`config.mk`:
```
export PLATFORM = sky130hd
export DESIGN_NAME = rdma_sq_arbiter
export DESIGN_NICKNAME = d
export VERILOG_FILES = /design/src/rtl/rdma_sq_arbiter_pkg.sv /design/src/rtl/rdma_sq_arbiter_rr_pick.sv /design/src/rtl/rdma_sq_arbiter.sv
export SDC_FILE = /design/constraint.sdc
export NUM_CORES = 1
export LEC_CHECK = 0
export BUFFER_PORTS_ARGS = -buffer_cell sky130_fd_sc_hd__buf_2
export CAP_MARGIN = 20
export CORE_AREA = 8 8 511 513
export CTS_BUF_LIST = sky130_fd_sc_hd__clkbuf_16
export DETAILED_ROUTE_END_ITERATION = 8
export DIE_AREA = 0 0 519 521
export RECOVER_POWER = 100
export SLEW_MARGIN = 20
export SYNTH_ARGS = -nofsm -noshare
export SYNTH_HDL_FRONTEND = slang
export SYNTH_SLANG_ARGS = --single-unit
```
`constraint.sdc`:
```
create_clock -name aclk -period 2.1 [get_ports aclk]
set_input_delay 0.105 -clock aclk [delete_from_list [all_inputs] [get_ports aclk]]
set_output_delay 0.105 -clock aclk [all_outputs]
set_load 0.02 [all_outputs]
```
`src/rtl/rdma_sq_arbiter_pkg.sv`:
```
`default_nettype none
// ============================================================================
// Module  : lynxTypes (package)
// Brief   : Shared constants and credit-counter type for the RDMA SQ arbiter.
// Revision: 1.0 - initial release
// ============================================================================
package lynxTypes;

    localparam int RDMA_SQ_N_REQ         = 4;
    localparam int RDMA_ACK_ID_LSB       = 0;
    localparam int RDMA_SQ_N_OUTSTANDING = 8;

    // Counter width able to hold 0..n inclusive.
    function automatic int rdma_cred_w(input int n);
        return $clog2(n + 1);
    endfunction

    typedef logic [$clog2(RDMA_SQ_N_OUTSTANDING + 1)-1:0] rdma_sq_cred_t;

endpackage
`default_nettype wire

```
`src/rtl/rdma_sq_arbiter_rr_pick.sv`:
```
`default_nettype none
// ============================================================================
// Module  : rdma_rr_pick
// Brief   : Combinational rotating-priority encoder; first set request
//           searching upward from last_i+1, wrapping at N_REQ.
// Revision: 1.0 - initial release
// ============================================================================
module rdma_rr_pick
    import lynxTypes::*;
#(
    parameter int N_REQ = RDMA_SQ_N_REQ
)(
    input  logic [N_REQ-1:0]         req_i,
    input  logic [$clog2(N_REQ)-1:0] last_i,
    output logic                     any_o,
    output logic [$clog2(N_REQ)-1:0] idx_o
);

    localparam int ID_BITS = $clog2(N_REQ);

    logic [ID_BITS:0] pos_w;

    // Walk from the farthest offset down so the nearest hit is written last.
    always_comb begin
        any_o = 1'b0;
        idx_o = '0;
        pos_w = '0;
        for (int k = N_REQ; k >= 1; k--) begin
            pos_w = {1'b0, last_i} + (ID_BITS+1)'(k);
            if (pos_w >= (ID_BITS+1)'(N_REQ)) begin
                pos_w = pos_w - (ID_BITS+1)'(N_REQ);
            end
            if (req_i[pos_w[ID_BITS-1:0]]) begin
                any_o = 1'b1;
                idx_o = pos_w[ID_BITS-1:0];
            end
        end
    end

endmodule
`default_nettype wire

```
`src/rtl/rdma_sq_arbiter.sv`:
```
`default_nettype none
// ============================================================================
// Module  : rdma_sq_arbiter
// Brief   : Round-robin arbiter onto the RDMA send-queue path with requester
//           id stamping. Define RDMA_SQ_CREDIT_EN to build per-requester
//           outstanding-credit limiting driven by the ack stream.
// Revision: 1.0 - initial release
// ============================================================================
module rdma_sq_arbiter
    import lynxTypes::*;
#(
    parameter int N_REQ         = RDMA_SQ_N_REQ,
    parameter int REQ_BITS      = 256,
    parameter int ACK_BITS      = 40,
    parameter int ACK_ID_LSB    = RDMA_ACK_ID_LSB,
    parameter int N_OUTSTANDING = RDMA_SQ_N_OUTSTANDING
)(
    input  logic                        aclk,
    input  logic                        areset,
    input  logic [N_REQ-1:0]            s_req_valid,
    output logic [N_REQ-1:0]            s_req_ready,
    input  logic [N_REQ*REQ_BITS-1:0]   s_req_data,
    output logic                        m_sq_valid,
    input  logic                        m_sq_ready,
    output logic [REQ_BITS-1:0]         m_sq_data,
    output logic [$clog2(N_REQ)-1:0]    m_sq_id,
    input  logic                        s_ack_valid,
    output logic                        s_ack_ready,
    input  logic [ACK_BITS-1:0]         s_ack_data,
    output logic                        ack_err
);

    localparam int ID_BITS = $clog2(N_REQ);

    logic [N_REQ-1:0]    eligible_w;
    logic                pick_any_w;
    logic [ID_BITS-1:0]  pick_idx_w;
    logic                free_w;
    logic                grant_w;
    logic [REQ_BITS-1:0] req_data_w [N_REQ];
    logic                ack_unused_w;

    logic                m_valid_q, m_valid_d;
    logic [REQ_BITS-1:0] m_data_q,  m_data_d;
    logic [ID_BITS-1:0]  m_id_q,    m_id_d;
    logic [ID_BITS-1:0]  last_q,    last_d;

    for (genvar i = 0; i < N_REQ; i++) begin : g_unpack
        assign req_data_w[i] = s_req_data[i*REQ_BITS +: REQ_BITS];
    end

    rdma_rr_pick #(
        .N_REQ (N_REQ)
    ) u_pick (
        .req_i  (eligible_w),
        .last_i (last_q),
        .any_o  (pick_any_w),
        .idx_o  (pick_idx_w)
    );

    // Reset also masks ready so nothing is accepted while state is cleared.
    assign free_w  = !m_valid_q || m_sq_ready;
    assign grant_w = free_w && pick_any_w && !areset;

    always_comb begin
        s_req_ready = '0;
        if (grant_w) begin
            s_req_ready[pick_idx_w] = 1'b1;
        end
    end

    always_comb begin
        m_valid_d = m_valid_q;
        m_data_d  = m_data_q;
        m_id_d    = m_id_q;
        last_d    = last_q;
        if (grant_w) begin
            m_valid_d = 1'b1;
            m_data_d  = req_data_w[pick_idx_w];
            m_id_d    = pick_idx_w;
            last_d    = pick_idx_w;
        end else if (m_sq_ready) begin
            m_valid_d = 1'b0;
        end
    end

    always_ff @(posedge aclk) begin
        if (areset) begin
            m_valid_q <= 1'b0;
            m_data_q  <= '0;
            m_id_q    <= '0;
            last_q    <= ID_BITS'(N_REQ - 1);
        end else begin
            m_valid_q <= m_valid_d;
            m_data_q  <= m_data_d;
            m_id_q    <= m_id_d;
            last_q    <= last_d;
        end
    end

    assign m_sq_valid   = m_valid_q;
    assign m_sq_data    = m_data_q;
    assign m_sq_id      = m_id_q;
    assign s_ack_ready  = 1'b1;
    assign ack_unused_w = ^{s_ack_valid, s_ack_data};

`ifdef RDMA_SQ_CREDIT_EN
    localparam int CRED_W = rdma_cred_w(N_OUTSTANDING);

    logic [ID_BITS-1:0] ack_id_w;
    logic               ack_in_range_w;
    logic [N_REQ-1:0]   zero_ack_w;
    logic               ack_err_q, ack_err_d;

    assign ack_id_w       = s_ack_data[ACK_ID_LSB +: ID_BITS];
    assign ack_in_range_w = ({1'b0, ack_id_w} < (ID_BITS+1)'(N_REQ));

    for (genvar i = 0; i < N_REQ; i++) begin : g_cred
        logic [CRED_W-1:0] cred_q, cred_d;
        logic              inc_w, dec_w;

        assign inc_w = grant_w && (pick_idx_w == ID_BITS'(i));
        assign dec_w = s_ack_valid && ack_in_range_w && (ack_id_w == ID_BITS'(i));

        // Eligibility uses only registered credit, so acks never reach ready combinationally.
        assign eligible_w[i] = s_req_valid[i] && (cred_q < CRED_W'(N_OUTSTANDING));
        assign zero_ack_w[i] = dec_w && !inc_w && (cred_q == '0);

        always_comb begin
            cred_d = cred_q;
            if (inc_w && !dec_w) begin
                cred_d = cred_q + CRED_W'(1);
            end else if (dec_w && !inc_w && (cred_q != '0)) begin
                cred_d = cred_q - CRED_W'(1);
            end
        end

        always_ff @(posedge aclk) begin
            if (areset) begin
                cred_q <= '0;
            end else begin
                cred_q <= cred_d;
            end
        end
    end

    assign ack_err_d = ack_err_q
                     | (s_ack_valid && !ack_in_range_w)
                     | (|zero_ack_w);

    always_ff @(posedge aclk) begin
        if (areset) begin
            ack_err_q <= 1'b0;
        end else begin
            ack_err_q <= ack_err_d;
        end
    end

    assign ack_err = ack_err_q;
`else
    assign eligible_w = s_req_valid;
    assign ack_err    = 1'b0;
`endif

endmodule
`default_nettype wire

```
Yosys cells after proc, flatten, opt, wreduce, memory -nomap -nowiden
Index checks and enable logic that the tools add are counted.
Widths: inputs -> output; s select.

word-level totals
  register bits = 261
  input port bits = 1072
  output and inout port bits = 265
  word-level logic and storage cells = 59

cells by class
  $add $sub $neg = 8
  magnitude comparators = 11
  mux-type cells = 28
  bitwise logic cells = 1
  reductions and logical operators = 7

operators by type and width
  cell                 number
  $bmux 256 s2         1
  $mux 256             2
  $mux 2               8
  $ge 3x3->1 const B   5
  $lt 2x3->1 const B   5
  $mux 1               11
  $bmux 1 s2           4
  $sub 2x1->2 const B  4
  $add 2x2->3 const B  2
  $mux 4               1
  $add 2x1->3 const B  1
  $add 2x3->3 const B  1
  $logic_and 1x1->1    3
  $not 2->3            1
  $demux 1 s2          1
  $ge 2x1->1 const B   1
  $logic_not 1->1      2
  $reduce_bool 2->1    1
  $logic_or 1x1->1     1

Logic depth before layout (Yosys ltp)
Gate-level depths: netlist of the first run.

  depth in word-level cells = 14
  depth in mapped cells = 8
  mapped depth without buffers = 5

Modules after synthesis
A second synthesis of the first run with hierarchy kept.

unflattened totals
  cell total of the unflattened synthesis = 920
  area total of the unflattened synthesis = 14136.1 um2

modules (own cells, without submodules)
  module           times used  cells each  area each (um2)  sequential area each (um2)
  rdma_sq_arbiter  1           906         14044.7          5225.0
  rdma_rr_pick     1           14          91.3             0.0

Worst setup path before layout of the first run
No wires, ideal clock.

  path type = register -> register
  from = register last_q[0]
  to = register m_data_q[222] (netlist: m_sq_data[222])
  library setup time = 0.122 ns
  arrival time = 1.727 ns
  required time = 1.978 ns
  setup slack = 0.251 ns
  stages on the path, launching flop included = 8
  clock period less this slack = 1.849 ns
  cells stage by stage = dfxtp_1 > nor2b_1 > o21a_1 > nor3_1 > buf_4 > buf_2 > mux2_1 > a221o_1

between the ends
  cells in the longest elaborated chain, start to end = 13

ends and longest elaborated chain
  what                                          RTL line                                                      text
  from (decl)                                   rdma_sq_arbiter.sv:46                                         logic [ID_BITS-1:0] last_q, last_d;
  from (signal assigned)                        rdma_sq_arbiter.sv:92                                         last_q <= ID_BITS'(N_REQ - 1);
  from (signal assigned)                        rdma_sq_arbiter.sv:97                                         last_q <= last_d;
  $add 2x3->3                                   rdma_sq_arbiter_rr_pick.sv:29                                 pos_w = {1'b0, last_i} + (ID_BITS+1)'(k);
  $ge 3x3->1 or $sub 2x1->2 (tied branches)     rdma_sq_arbiter_rr_pick.sv:30, rdma_sq_arbiter_rr_pick.sv:31
  $mux 2                                        rdma_sq_arbiter_rr_pick.sv:30                                 if (pos_w >= (ID_BITS+1)'(N_REQ)) begin
  $bmux 1 s2                                    rdma_sq_arbiter_rr_pick.sv:33                                 if (req_i[pos_w[ID_BITS-1:0]]) begin
  $mux 1 (not written as such)                  rdma_sq_arbiter_rr_pick.sv:33
  $mux 2 (4 in series)                          rdma_sq_arbiter_rr_pick.sv:33
  $not 2->3 (not written as such)               rdma_sq_arbiter.sv:79                                         m_data_d = req_data_w[pick_idx_w];
  $bmux 256 s2                                  rdma_sq_arbiter.sv:79
  $mux 256 (not written as such) (2 in series)  rdma_sq_arbiter.sv:79
  to (signal assigned)                          rdma_sq_arbiter.sv:95                                         m_data_q <= m_data_d;
  to (decl)                                     rdma_sq_arbiter.sv:44                                         logic [REQ_BITS-1:0] m_data_q, m_data_d;

Several ways; a longest one is shown, not always the timed one. The select of a mux whose other input is x is not followed.
A chain may end at the register's enable or synchronous reset.

Worst setup path after layout of the first run
  from = register m_valid_q (netlist: m_sq_valid)
  to = register m_data_q[185] (netlist: m_sq_data[185])

between the ends
  cells in the longest elaborated chain, start to end = 4

ends and longest elaborated chain
  what                             RTL line               text
  from (decl)                      rdma_sq_arbiter.sv:43  logic m_valid_q, m_valid_d;
  from (signal assigned)           rdma_sq_arbiter.sv:94  m_valid_q <= m_valid_d;
  $logic_not 1->1                  rdma_sq_arbiter.sv:62  assign free_w = !m_valid_q || m_sq_ready;
  $logic_or 1x1->1                 rdma_sq_arbiter.sv:62
  $logic_and 1x1->1 (2 in series)  rdma_sq_arbiter.sv:63  assign grant_w = free_w && pick_any_w && !areset;

Every way passes these cells.

==> flow_metrics.tcl, run 1 <==
set metrics [dict create \
    status "complete, but fails checks" \
    violations "setup timing" \
    fin_crit_ns 2.317 \
    fmax_ghz 0.4315 \
    fin_skew_ns 0.04750 \
    p_leak_nw 18.51 \
    ys_warn_count 0 \
    start_util 0.07096 \
    setup_ws_ns -0.2174 \
    dieArea_sq_um 270400 \
    reg2reg_from "m_sq_valid" \
    synth_seq_area_share 0.2913 \
    chipWidth_microns 519 \
    slowest_delay_ns 0.40 \
    drtIter0Drc 2832 \
    ios 1337 \
    critPathSlowestCell "clkbuf_2" \
    fin_util 0.1845 \
    fin_crit_sh 1.104 \
    path_clk_slew_ns 0.06 \
    cts_max_level 2 \
    routedWlPerCell_microns 30.00 \
    first_pass_iters 6 \
    gp_congestion 0.9821 \
    rows 185 \
    io_buffer_count 1293 \
    hold_path_class "in -> reg" \
    dp_slack_ns -0.8408 \
    relSlewSlack 0.3295 \
    cts_made_buffers 41 \
    grt_pass1_vias 31675 \
    grt_pass1_wl_mm 298.4 \
    finalInstanceArea_sq_um 46630 \
    hold_depth 4 \
    core_sq_um 252800 \
    cp_max_fo 11 \
    gr-usage-all-layers 0.1612 \
    cp-endpoint "m_sq_data[185]" \
    clock_latency_ns 0.67 \
    cts_tree "done" \
    powerDensity_nw_per_um2 637.6 \
    fin_nets 5547 \
    required_ns 2.63 \
    rsz0062_at_grt "yes" \
    synthesis.nets 3043 \
    area_delta_synth_final_pct 160.0 \
    stdcell_count 8002 \
    critPathCaptureType "flip-flop" \
    fin_tns_setup_ns -16.06 \
    cpMostUsedCell "buf_4" \
    syn_inst 1971 \
    drive_gt1_frac 0.4133 \
    clkSinkCount 261 \
    worst_ep_arrival_time_ns 2.85 \
    synth_top_area_share 0.2913 \
    vias_per_cell 3.972 \
    r2r_cells 7 \
    r2r_end "m_sq_data[185]" \
    p_total_mw 29.73 \
    synthTopCellsByArea "dfxtp_1 (29%), mux2i_1 (13%), a221oi_2 (7.9%)" \
    hold_ws_ns 0.03886 \
    vdd_drop_max_mv 0.5705 \
    finalMaxSlewViolations 0 \
    finalHoldViolCount 0 \
    crit_chain "nor2b_4, buf_4, or3_1, clkbuf_2, buf_12, buf_4, a221oi_2" \
    drc 0 \
    r2r_setup_slack_ns -0.22 \
    vias 31784 \
    wl_mm 240.0 \
    setup_viol 215 \
    chipHeight_microns 521 \
    grt-ovfl-total 0 \
    criticalPathCategory "reg -> reg" \
    dp_hpwl_mm 183.8 \
    worst_slew_pin_slew_ns 0.9966 \
    placedCellCount 6658 \
    min_from "s_req_data[535]" \
    synth.avg_cell_area_sq_um 9.100 \
    post_dp_cell_area_sq_um 30690 \
    synth_seq_cells 261 \
    synth_top_area_cell "dfxtp_1" \
    startpoint_type "flip-flop" \
    critPathLaunch "m_sq_valid" \
    ys_types 34 \
    root_buffer "clkbuf_16" \
    clk_path_buf_depth 3 \
    postRouteAntennaNets 0 \
    grt_max_degree 121 \
    antenna_found_initial 285 \
    maxCapViolations 0 \
    netlist_area_sq_um 17940 \
]
-- cells by family after synthesis --
logic type | Yosys count | synth area share
compound gates | 779 | 0.3745
buf+inv | 272 | 0.06781
flops | 261 | 0.2913
mux | 256 | 0.1444
other cells | 2 | 0.0004187
simple gates | 401 | 0.1216
-- registers in the layout (all words and copies together), names as in the netlist --
register,count
m_sq_valid,1
m_sq_id,2
last_q,2
m_sq_data,256
-- critical path, delay by kind of cell (launching register included) --
family,cells,cell delay (ns)
flops,1,0.32
simple gates,2,0.53
compound gates,1,0.30
buf+inv,4,1.00
-- final cells by class --
| type | count | area (sq um) |
|---|---|---|
| timing repair buffer | 2733 | 22080 |
| multi-input combinational | 1438 | 13420 |
| clock buffer | 43 | 1076 |
| sequential | 261 | 5233 |
| clock inverter | 30 | 274.0 |
| antenna | 131 | 327.8 |
| tap | 3366 | 4212 |
| fill | 27662 | 206100 |
-- layout by cell type, fill, tap and decap left out, types with 23 or more instances in the layout --
master / n
buf_2: 1029
dlygate4sd3_1: 1006
clkbuf_1: 260
dfxtp_1: 259
buf_4: 195
nand4_1: 140
diode_2: 131
o31ai_1: 123
nand2_1: 120
o211ai_1: 118
nand2b_1: 118
o31a_1: 116
a21o_1: 115
mux2i_1: 115
a221oi_2: 107
buf_12: 98
mux2i_4: 85
a211oi_1: 78
buf_6: 73
clkbuf_16: 62
mux2i_2: 34
a211oi_2: 32
buf_8: 24
a21oi_1: 23
-- per-layer routing --
layer	wire length [microns]	vias up	track usage
li1	-	13055	-
met1	87780	14843	0.1802
met2	106800	2749	0.2632
met3	26760	949	0.06535
met4	17420	188	0.08557
met5	1242	-	0
-- what timing repair did --
action / in CTS / in global routing
endpoints found under the setup margin: 261 / 252
cloned: 15 / 20
endpoints found under the hold margin: 258 / 0
setup buffers: 72 / 53
resized for setup: 339 / 243
pin swaps: 65 / 85
hold buffers: 1006 / 0
-- how the worst min path moves through the flow --
stage | to | slack [ns]
floorplan | m_sq_data[100] | 0.32
finish | m_sq_data[23] | 0.04
CTS | m_sq_data[23] | 0.0008
global route | m_sq_data[112] | 0.02
global placement | m_sq_data[81] | 0.41
detailed placement | m_sq_data[167] | 0.42
-- where the power goes --
part / total (mW) / switching, mW / internal [mW]
sequential: 6.54 / 0.632 / 5.91
clock: 7.45 / 3.25 / 4.20
combinational: 15.7 / 8.44 / 7.30
-- Yosys cell counts --
cell type  count
o31a_1       116
a221oi_1      22
o31ai_1      140
conb_1         2
o21ai_1        2
nor2_1         9
nor3_1         2
nand2_1      121
nand3_1        1
a221o_1       22
nor4_1         1
o211ai_1     118
or2_2          1
buf_6         12
a221oi_2      94
a211oi_1     116
o221ai_1       1
nand3b_1       1
mux2i_1      234
buf_1         23
o21a_1         3
a21oi_2        1
o21ai_0        2
clkbuf_1     193
mux2_1        22
nor2b_1        4
buf_2         24
or3_1          1
buf_4         20
nand4_1      140
nand2b_1     120
a21oi_1       23
a21o_1       119
dfxtp_1      261
Note: power is estimated with default switching activity, not from simulation.
==> run 2: changes to the inputs <==
CORE_AREA = 8 8 521 523   (was 8 8 511 513)
DIE_AREA = 0 0 529 531   (was 0 0 519 521)
SYNTH_HIERARCHICAL = 1   (was not set)
==> run 2 against run 1 <==
Compared with the run above:
- the flow still finishes with violations (setup timing)
- critical path depth is 1 higher
- global-route usage is 0.67 points higher
- register-to-register slack worse by 0.04 ns
- combinational power is 31% lower
- sequential cell count stayed put
- die area is 3.9% higher
==> flow_metrics.tcl, run 2 <==
set metrics [dict create \
    status "complete, but fails checks" \
    violations "setup timing" \
    yosys_most_used_dff "dfxtp_1" \
    vdd_drop_max_mv 0.5234 \
    ios 1337 \
    synthXorXnorAreaFrac 0 \
    grt_pass1_vias 23301 \
    maxCapViolations 0 \
    worst_slew_pin_slew_ns 0.8523 \
    wl_mm 252.8 \
    fillers 29519 \
    critPathCaptureType "flip-flop" \
    required_ns 2.61 \
    antenna_found_initial 380 \
    worst_ep_arrival_time_ns 2.86 \
    dp_hpwl_mm 219.0 \
    criticalPathCategory "reg -> reg" \
    area_delta_synth_final_pct 170.7 \
    fin_nets 4374 \
    synth-edff-count 0 \
    relSlewSlack 0.4343 \
    gr-usage-all-layers 0.1679 \
    synth_seq_cells 261 \
    final_cell_mix "buf_2 (1066), dlygate4sd3_1 (1025), dfxtp_1 (260)" \
    finalInstanceArea_sq_um 38270 \
    dp_slack_ns -0.3598 \
    syn_inst 920 \
    ys_warn_count 6 \
    placedCellCount 5725 \
    multi_input_area_sq_um 8298 \
    fin_crit_ns 2.355 \
    synth_seq_area_share 0.3696 \
    gp_congestion 0.9827 \
    grt_max_degree 74 \
    drtIter0Drc 2161 \
    hold_ws_ns 0.09121 \
    largest_reg_flops 256 \
    setup_ws_ns -0.2551 \
    synth_top_area_share 0.4079 \
    grt-ovfl-total 0 \
    cts_tree "done" \
    chipWidth_microns 529 \
    ys_types 26 \
    postRouteAntennaNets 0 \
    ff_latch_area_sq_um 5229 \
    synth.avg_cell_area_sq_um 15.37 \
    post_dp_cell_area_sq_um 25470 \
    netlist_area_sq_um 14140 \
    stdcell_count 7018 \
    fin_skew_ns 0.04440 \
    startpoint_type "flip-flop" \
    synth_top_family_by_area "multiplexers" \
    io_buffer_count 1293 \
    routedWlPerCell_microns 36.03 \
    rsz0062_at_grt "yes" \
    grt_pass1_wl_mm 299.9 \
    dieArea_sq_um 280900 \
    drive_gt1_frac 0.4619 \
    synth_most_common_cell "dfxtp_1" \
    async_flop_share 0 \
    rows 189 \
    vias_per_cell 3.315 \
    finalHoldViolCount 0 \
    clkSinkCount 261 \
    cts_made_buffers 42 \
    yosys.area_share.simple 0.006373 \
    synthMuxAreaShare 0.4086 \
    layout_commonest_cell "buf_2" \
    clk_path_buf_depth 3 \
    core_sq_um 263400 \
    first_pass_iters 5 \
    setup_viol 255 \
    root_buffer "clkbuf_16" \
    synth_top_area_cell "mux4_2" \
    vias 23265 \
    cp_max_fo 11 \
    yosys.area_share.adder 0 \
    fmax_ghz 0.4246 \
    synthesis.nets 1992 \
    synthTopCellsByArea "mux4_2 (41%), dfxtp_1 (37%), a22o_1 (16%)" \
    hold_path_class "in -> reg" \
    powerDensity_nw_per_um2 647.9 \
    synth_compound_area_frac 0.1654 \
    chipHeight_microns 531 \
    path_clk_slew_ns 0.07 \
    synth.top_cells.by_count "dfxtp_1 (261), a22o_1 (258), mux4_2 (256)" \
    p_leak_nw 15.41 \
    cts_max_level 2 \
    fin_crit_sh 1.121 \
    start_util 0.05366 \
    clock_latency_ns 0.66 \
    drc 0 \
    finalMaxSlewViolations 0 \
]
## run 2: cell count changes after synthesis, sizes merged, moves of 140 or more
cell,change
mux4,+256
nand4,-140
a22o,+258
o31ai,-140
mux2i,-233
clkbuf,-174
## run 2: critical path: stages (launching register included)
cell	delay (ns)
dfxtp_4	0.36
nand2b_4	0.13
a21oi_4	0.06
o221ai_4	0.26
buf_12	0.18
buf_16	0.18
buf_12	0.20
mux4_2	0.53
a22o_1	0.23
## run 2: cell type report
cell class                      count  area share
Timing Repair Buffer             2454      0.4836
Multi-Input combinational cell    541      0.2168
Sequential cell                   261      0.1366
Tap cell                         3533      0.1155
Clock buffer                       43     0.02812
Antenna cell                      151    0.009873
Clock inverter                     33    0.009252
Inverter                            2   0.0001962
## run 2: worst paths after layout
path	start	end	depth (start not counted)	slack (ns)
max	last_q[1]	m_sq_data[142]	8	-0.26
min	s_req_data[379]	m_sq_data[123]	3	0.09
max reg2reg	last_q[1]	m_sq_data[142]	8	-0.26
min reg2reg	m_sq_data[232]	m_sq_data[232]	1	0.47
## run 2: logic make-up after synthesis
| group | after synthesis |
|---|---|
| multiplexers | 257 |
| other | 2 |
| AND/OR/NAND/NOR | 14 |
| AO/OA/AOI/OAI | 268 |
| buffers and inverters | 118 |
| flip-flops | 261 |
## run 2: stage by stage
step	setup TNS, ns	util	power, mW
2_1_floorplan	0	-	9.989
3_3_place_gp	-61.91	0.09670	14.14
3_5_place_dp	-67.15	0.09670	14.16
4_1_cts	-62.81	0.1435	24.99
5_1_grt	-59.03	0.1446	25.68
6_report	-36.68	0.1453	24.80
## run 2: routing by layer
layer	global-route usage	share of wire	routed length (microns)
met5	0	0.0058	1458
met4	0.06588	0.053	13370
met3	0.08409	0.13	33810
met2	0.2509	0.41	104600
met1	0.2055	0.39	99630
## run 2: what timing repair did
| item | 4_1_cts | 5_1_grt |
|---|---|---|
| hold buffers | 1025 | 0 |
| endpoints found under the setup margin | 260 | 255 |
| resized for setup | 49 | 48 |
| endpoints found under the hold margin | 259 | 0 |
| cloned | 9 | 9 |
| buffers inserted | 16 | 15 |
| pin swaps | 2 | 5 |
## run 2: power breakdown
part | switching [mW] | internal [mW]
sequential | 0.502 | 5.63
combinational | 5.79 | 5.09
clock | 3.21 | 4.57
total | 9.50 | 15.3
